`config.mk`:
```
export PLATFORM = sky130hd
export DESIGN_NAME = sprite_cmd_seq
export DESIGN_NICKNAME = d
export VERILOG_FILES = /design/src/rtl/sprite_cmd_seq.sv
export SDC_FILE = /design/constraint.sdc
export NUM_CORES = 1
export LEC_CHECK = 0
export CORE_MARGIN = 4
export CORE_UTILIZATION = 51
export DETAILED_ROUTE_END_ITERATION = 12
export PLACE_DENSITY = 0.86
export SLEW_MARGIN = 20
export SYNTH_ARGS = -nofsm -noshare
export SYNTH_HDL_FRONTEND = slang
export SYNTH_SLANG_ARGS = --single-unit
```
`constraint.sdc`:
```
create_clock -name clk_100mhz -period 3 [get_ports clk_100mhz]
set_input_delay 0.6 -clock clk_100mhz [delete_from_list [all_inputs] [get_ports clk_100mhz]]
set_output_delay 0.6 -clock clk_100mhz [all_outputs]
set_load 0.02 [all_outputs]
```
`src/rtl/sprite_cmd_seq.sv`:
```
// Sprite/background/font command sequencer: host commands queue in a FIFO and issue as display-stage strobes or holds.
// Optional build macro VBLANK_GATE_EN: commands only start issuing while vblank is high.
module sprite_cmd_seq #(
    parameter int FIFO_DEPTH  = 4,
    parameter int HOLD_CYCLES = 4
) (
    input  logic        clk_100mhz,
    input  logic        rst_n,
    input  logic        cmd_valid,
    output logic        cmd_ready,
    input  logic [2:0]  cmd_op,
    input  logic [23:0] cmd_data,
    input  logic        vblank,
    output logic [4:0]  sprite_sel,
    output logic [9:0]  x,
    output logic [8:0]  y,
    output logic        visable,
    output logic [1:0]  background_sel,
    output logic [10:0] fwaddr,
    output logic [3:0]  fwdata,
    output logic        load_pos,
    output logic        load_att,
    output logic        fwenable,
    output logic        bchange_active,
    output logic        fchange_active,
    output logic        busy,
    output logic        cmd_err
);
    localparam int AW = $clog2(FIFO_DEPTH);
    localparam int CW = $clog2(HOLD_CYCLES) + 1;

    typedef enum logic [1:0] {S_IDLE, S_ISSUE, S_HOLD} state_t;
    typedef struct packed {
        logic [2:0]  op;
        logic [23:0] data;
    } entry_t;

    logic [1:0]    r_rst_sync;
    logic          w_rst_n;
    logic [AW:0]   r_wptr, r_rptr;
    logic          w_full, w_empty, w_push, w_pop, w_gate;
    entry_t        r_mem [FIFO_DEPTH];
    entry_t        r_cur;
    state_t        r_state, w_state_nxt;
    logic [CW-1:0] r_cnt, w_cnt_nxt;

    logic [4:0]  r_sprite_sel, w_sprite_sel_nxt;
    logic [9:0]  r_x, w_x_nxt;
    logic [8:0]  r_y, w_y_nxt;
    logic        r_visable, w_visable_nxt;
    logic [1:0]  r_bg_sel, w_bg_sel_nxt;
    logic [10:0] r_fwaddr, w_fwaddr_nxt;
    logic [3:0]  r_fwdata, w_fwdata_nxt;
    logic        r_load_pos, r_load_att, r_fwen, r_bchg, r_fchg, r_err;
    logic        w_load_pos_nxt, w_load_att_nxt, w_fwen_nxt, w_bchg_nxt, w_fchg_nxt, w_err_nxt;

    // Reset asserts immediately but releases two edges later, glitch-free for all downstream flops.
    always_ff @(posedge clk_100mhz or negedge rst_n) begin
        if (!rst_n) r_rst_sync <= 2'b00;
        else        r_rst_sync <= {r_rst_sync[0], 1'b1};
    end
    assign w_rst_n = r_rst_sync[1];

`ifdef VBLANK_GATE_EN
    assign w_gate = vblank;
`else
    logic w_unused;
    assign w_unused = vblank;
    assign w_gate   = 1'b1;
`endif

    assign w_empty   = (r_wptr == r_rptr);
    assign w_full    = (r_wptr[AW] != r_rptr[AW]) && (r_wptr[AW-1:0] == r_rptr[AW-1:0]);
    assign cmd_ready = w_rst_n & ~w_full;
    assign w_push    = cmd_valid & cmd_ready;
    assign w_pop     = (r_state == S_IDLE) & ~w_empty & w_gate;
    assign busy      = ~w_empty | (r_state != S_IDLE);

    // NOTE: storage array carries no reset; the pointers alone define which entries are valid.
    always_ff @(posedge clk_100mhz) begin
        if (w_push) r_mem[r_wptr[AW-1:0]] <= {cmd_op, cmd_data};
    end

    always_comb begin
        w_state_nxt      = r_state;
        w_cnt_nxt        = r_cnt;
        w_sprite_sel_nxt = r_sprite_sel;
        w_x_nxt          = r_x;
        w_y_nxt          = r_y;
        w_visable_nxt    = r_visable;
        w_bg_sel_nxt     = r_bg_sel;
        w_fwaddr_nxt     = r_fwaddr;
        w_fwdata_nxt     = r_fwdata;
        w_load_pos_nxt   = 1'b0;
        w_load_att_nxt   = 1'b0;
        w_fwen_nxt       = 1'b0;
        w_bchg_nxt       = 1'b0;
        w_fchg_nxt       = 1'b0;
        w_err_nxt        = 1'b0;
        case (r_state)
            S_IDLE: if (w_pop) w_state_nxt = S_ISSUE;
            S_ISSUE: begin
                w_state_nxt = S_IDLE;
                case (r_cur.op)
                    3'd0: begin
                        w_load_pos_nxt   = 1'b1;
                        w_sprite_sel_nxt = r_cur.data[23:19];
                        w_x_nxt          = r_cur.data[18:9];
                        w_y_nxt          = r_cur.data[8:0];
                    end
                    3'd1: begin
                        w_load_att_nxt   = 1'b1;
                        w_sprite_sel_nxt = r_cur.data[23:19];
                        w_visable_nxt    = r_cur.data[0];
                    end
                    3'd2: begin
                        w_bchg_nxt   = 1'b1;
                        w_bg_sel_nxt = r_cur.data[1:0];
                        w_state_nxt  = S_HOLD;
                        w_cnt_nxt    = CW'(HOLD_CYCLES - 1);
                    end
                    3'd3: begin
                        w_fwen_nxt   = 1'b1;
                        w_fwaddr_nxt = r_cur.data[14:4];
                        w_fwdata_nxt = r_cur.data[3:0];
                    end
                    3'd4: begin
                        w_fchg_nxt  = 1'b1;
                        w_state_nxt = S_HOLD;
                        w_cnt_nxt   = CW'(HOLD_CYCLES - 1);
                    end
                    default: w_err_nxt = 1'b1;
                endcase
            end
            S_HOLD: begin
                // The active hold level already covers the current cycle, so expiry is at zero.
                if (r_cnt == '0) begin
                    w_state_nxt = S_IDLE;
                end else begin
                    w_bchg_nxt = r_bchg;
                    w_fchg_nxt = r_fchg;
                    w_cnt_nxt  = r_cnt - CW'(1);
                end
            end
            default: w_state_nxt = S_IDLE;
        endcase
    end

    // NOTE: every sequential assignment is non-blocking so all state updates see pre-edge values.
    always_ff @(posedge clk_100mhz or negedge w_rst_n) begin
        if (!w_rst_n) begin
            r_wptr       <= '0;
            r_rptr       <= '0;
            r_cur        <= '0;
            r_state      <= S_IDLE;
            r_cnt        <= '0;
            r_sprite_sel <= '0;
            r_x          <= '0;
            r_y          <= '0;
            r_visable    <= 1'b0;
            r_bg_sel     <= '0;
            r_fwaddr     <= '0;
            r_fwdata     <= '0;
            r_load_pos   <= 1'b0;
            r_load_att   <= 1'b0;
            r_fwen       <= 1'b0;
            r_bchg       <= 1'b0;
            r_fchg       <= 1'b0;
            r_err        <= 1'b0;
        end else begin
            if (w_push) r_wptr <= r_wptr + 1'b1;
            if (w_pop) begin
                r_rptr <= r_rptr + 1'b1;
                r_cur  <= r_mem[r_rptr[AW-1:0]];
            end
            r_state      <= w_state_nxt;
            r_cnt        <= w_cnt_nxt;
            r_sprite_sel <= w_sprite_sel_nxt;
            r_x          <= w_x_nxt;
            r_y          <= w_y_nxt;
            r_visable    <= w_visable_nxt;
            r_bg_sel     <= w_bg_sel_nxt;
            r_fwaddr     <= w_fwaddr_nxt;
            r_fwdata     <= w_fwdata_nxt;
            r_load_pos   <= w_load_pos_nxt;
            r_load_att   <= w_load_att_nxt;
            r_fwen       <= w_fwen_nxt;
            r_bchg       <= w_bchg_nxt;
            r_fchg       <= w_fchg_nxt;
            r_err        <= w_err_nxt;
        end
    end

    assign sprite_sel     = r_sprite_sel;
    assign x              = r_x;
    assign y              = r_y;
    assign visable        = r_visable;
    assign background_sel = r_bg_sel;
    assign fwaddr         = r_fwaddr;
    assign fwdata         = r_fwdata;
    assign load_pos       = r_load_pos;
    assign load_att       = r_load_att;
    assign fwenable       = r_fwen;
    assign bchange_active = r_bchg;
    assign fchange_active = r_fchg;
    assign cmd_err        = r_err;
endmodule
```
==> reports/results.tsv <==
metric	value	unit
syn_area	7533	um^2
finalMaxSlewViolations	0	
grt_max_degree	82	
path_clk_slew	70	ps
leakagePower	3.505	nW
area_growth	21.42	%
dp_hpwl	8.284	mm
required	2400	ps
initial_core_util	0.5203	
ff2ff_setup_slack	920	ps
synthTopCellsByArea	edfxtp_1, dfrtp_1, mux4_2	
antenna_found_initial	0	
clkSinkCount	196	
htreeDepth	4	
grt-ovfl-total	0	
synthCells	362	
finalSetupViolCount	0	
cts_root_buf	clkbuf_16	
die_h	129.5	um
ys_types	33	
n_antenna_cell	0	
outcome	finished clean	
yosysMostFrequentCell	edfxtp_1	
cts_hold_buffers	0	
drt-total-wl	12.92	mm
crit_chain	xnor2_2 -> a31oi_1 -> clkdlybuf4s50_1	
period_share	0.9208	
std_cell_rows	44	
postLayoutCellArea	9148	um^2
die_width	129.5	um
clock_path_buffers	2	
synth_edf_count	108	
hold_violations	0	
io_pins	81	
fillCellCount	1013	
ys_seq_elements	196	
cts_resized	0	
min_period	2762	ps
insertion_delay	430	ps
finalWeightedCongestion	0.7193	
seq_area_frac_synth	0.7228	
worstMarginPinSlew	738.6	ps
firstDrtPassIters	4	
vias_per_cell	5.345	
ant_nets	0	
synth_top_area_share	0.4305	
multi_input_area	1967	um^2
whs	146.8	ps
yosysWarnings	0	
vias	3517	
grt_util_all_layers	0.1690	
mappedNetlistNets	400	
cts_tree	done	
placedCellCount	626	
drive_gt1_frac	0.3270	
final_cells	658	
rsz0062_at_grt	no	
wl_per_cell	19.63	um
timing.fmax	362.0	MHz
power_density	1087	nW/um^2
worst-r2r-cell-count	4	
arrival	2160	ps
seq_area	5450	um^2
synthArstFlopShare	0.4490	
fin_tns_setup	0	ps
slowest_stage	clkdlybuf4s50_1	
fin_skew	16.69	ps
drc_errors	0	
synth_ff_type	edfxtp_1	
min_path_type	reg -> async	
max_slew_margin	0.5076	
crit_fanout	6	
design.core.area	14480	um^2
numPortBuffers	79	
dpl-instance-area	8573	um^2
crit_type	reg -> out	
start_kind	register	
grt_pass1_wl	21.12	mm
grt_pass1_vias	3866	
post_cts_buffers	0	
die_area	16780	um^2
peakVddDrop	526.9	uV
maxCapViolCount	0	
yosysTopAreaCell	edfxtp_1	
cts_buffers	17	
critPathMaxStageDelay	670	ps
finalNetCount	499	
first_iter_violations	186	
synth_area_per_cell	20.81	um^2
synth_common_cells	edfxtp_1, dfrtp_1, mux2_2, mux2_4, mux4_2	
endpoint_kind	output pin	
-- worst max-delay path: cells and delay by family, from the launching register on --
| kind | cells | cell delay, ps |
|---|---|---|
| buffers and inverters | 1 | 670 |
| DFF | 1 | 470 |
| AOI/OAI and AO/OA | 1 | 340 |
| xor gates and xnor gates | 1 | 250 |
-- cell usage in the layout (no fill, tap or decap), drive strengths merged, types with 2 or more instances in the layout --
cell           count
mux2              72
clkinvlp           4
clkbuf            19
clkinv             6
and2               4
inv               12
buf               13
ha                 7
mux4              27
xor2               4
xnor2              5
clkdlybuf4s50     79
a31oi              3
a311oi             2
or3b               2
nor3b              3
nand2              2
nor2               2
dfrtp             88
edfxtp           108
-- cells by family (layout without fill, tap and decap cells) --
logic type                 Yosys count  after routing  synth area share
and+or+nand+nor                     18             18           0.01877
other                                1              1         0.0004978
buffers and inverters               22            134           0.01844
AOI/OAI and AO/OA                   10             10           0.01312
DFF                                196            196            0.7228
muxes                               99             99            0.2023
adders and majority gates            7              7           0.01163
xor gates and xnor gates             9              9           0.01246
-- per-stage QoR --
step	worst slack, ps	power (mW)	util
3_5_place_dp	601.5	7.891	0.5921
2_1_floorplan	290.2	6.723	-
6_report	237.7	9.943	0.6318
3_3_place_gp	646.8	7.707	0.5921
4_1_cts	207.4	10.06	0.6315
5_1_grt	180.0	10.45	0.6318
-- sequential cells by signal, indices dropped and copies added, names as in the netlist --
register	count
r_state	2
background_sel	2
fwenable	1
x	10
r_wptr	3
r_mem	108
load_att	1
r_rst_sync	2
r_cnt	3
bchange_active	1
fwdata	4
visable	1
fchange_active	1
r_rptr	3
cmd_err	1
r_cur	27
y	9
sprite_sel	5
load_pos	1
fwaddr	11
-- layout make-up --
type                            count  area share
Clock buffer                       19     0.04842
Clock inverter                     13     0.01395
Inverter                           10    0.004103
Multi-Input combinational cell    144      0.2150
Sequential cell                   196      0.5958
Tap cell                          184     0.02517
Timing Repair Buffer               92     0.09752
-- worst paths after layout --
path,start,end
min reg2reg,r_rst_sync[1]$_DFF_PN0_,r_wptr[2]$_DFFE_PN0P_
min in group clk_100mhz,r_rst_sync[0]$_DFF_PN0_,r_rst_sync[1]$_DFF_PN0_
max in group asynchronous,r_rst_sync[1]$_DFF_PN0_,fwdata[2]$_DFFE_PN0P_
max reg2reg,r_wptr[1]$_DFFE_PN0P_,r_mem[0][12]$_DFFE_PP_
max,r_wptr[1]$_DFFE_PN0P_,cmd_ready
min,r_rst_sync[1]$_DFF_PN0_,r_wptr[2]$_DFFE_PN0P_
-- power breakdown --
part,internal [mW],switching [mW]
registers,3.63,0.482
logic,2.06,1.63
clock network,1.18,0.974
-- per-layer routing --
| metal | GRT usage | routed length (um) | part of all wire | vias to the layer above |
|---|---|---|---|---|
| met5 | 0 | 0 | 0 | - |
| met4 | 0.06418 | 191 | 0.015 | 0 |
| met3 | 0.04411 | 578 | 0.045 | 14 |
| met2 | 0.2805 | 6768 | 0.52 | 85 |
| met1 | 0.2162 | 5377 | 0.42 | 1824 |
| li1 | - | - | - | 1594 |
No activity file was read; power rests on OpenSTA's default activity.
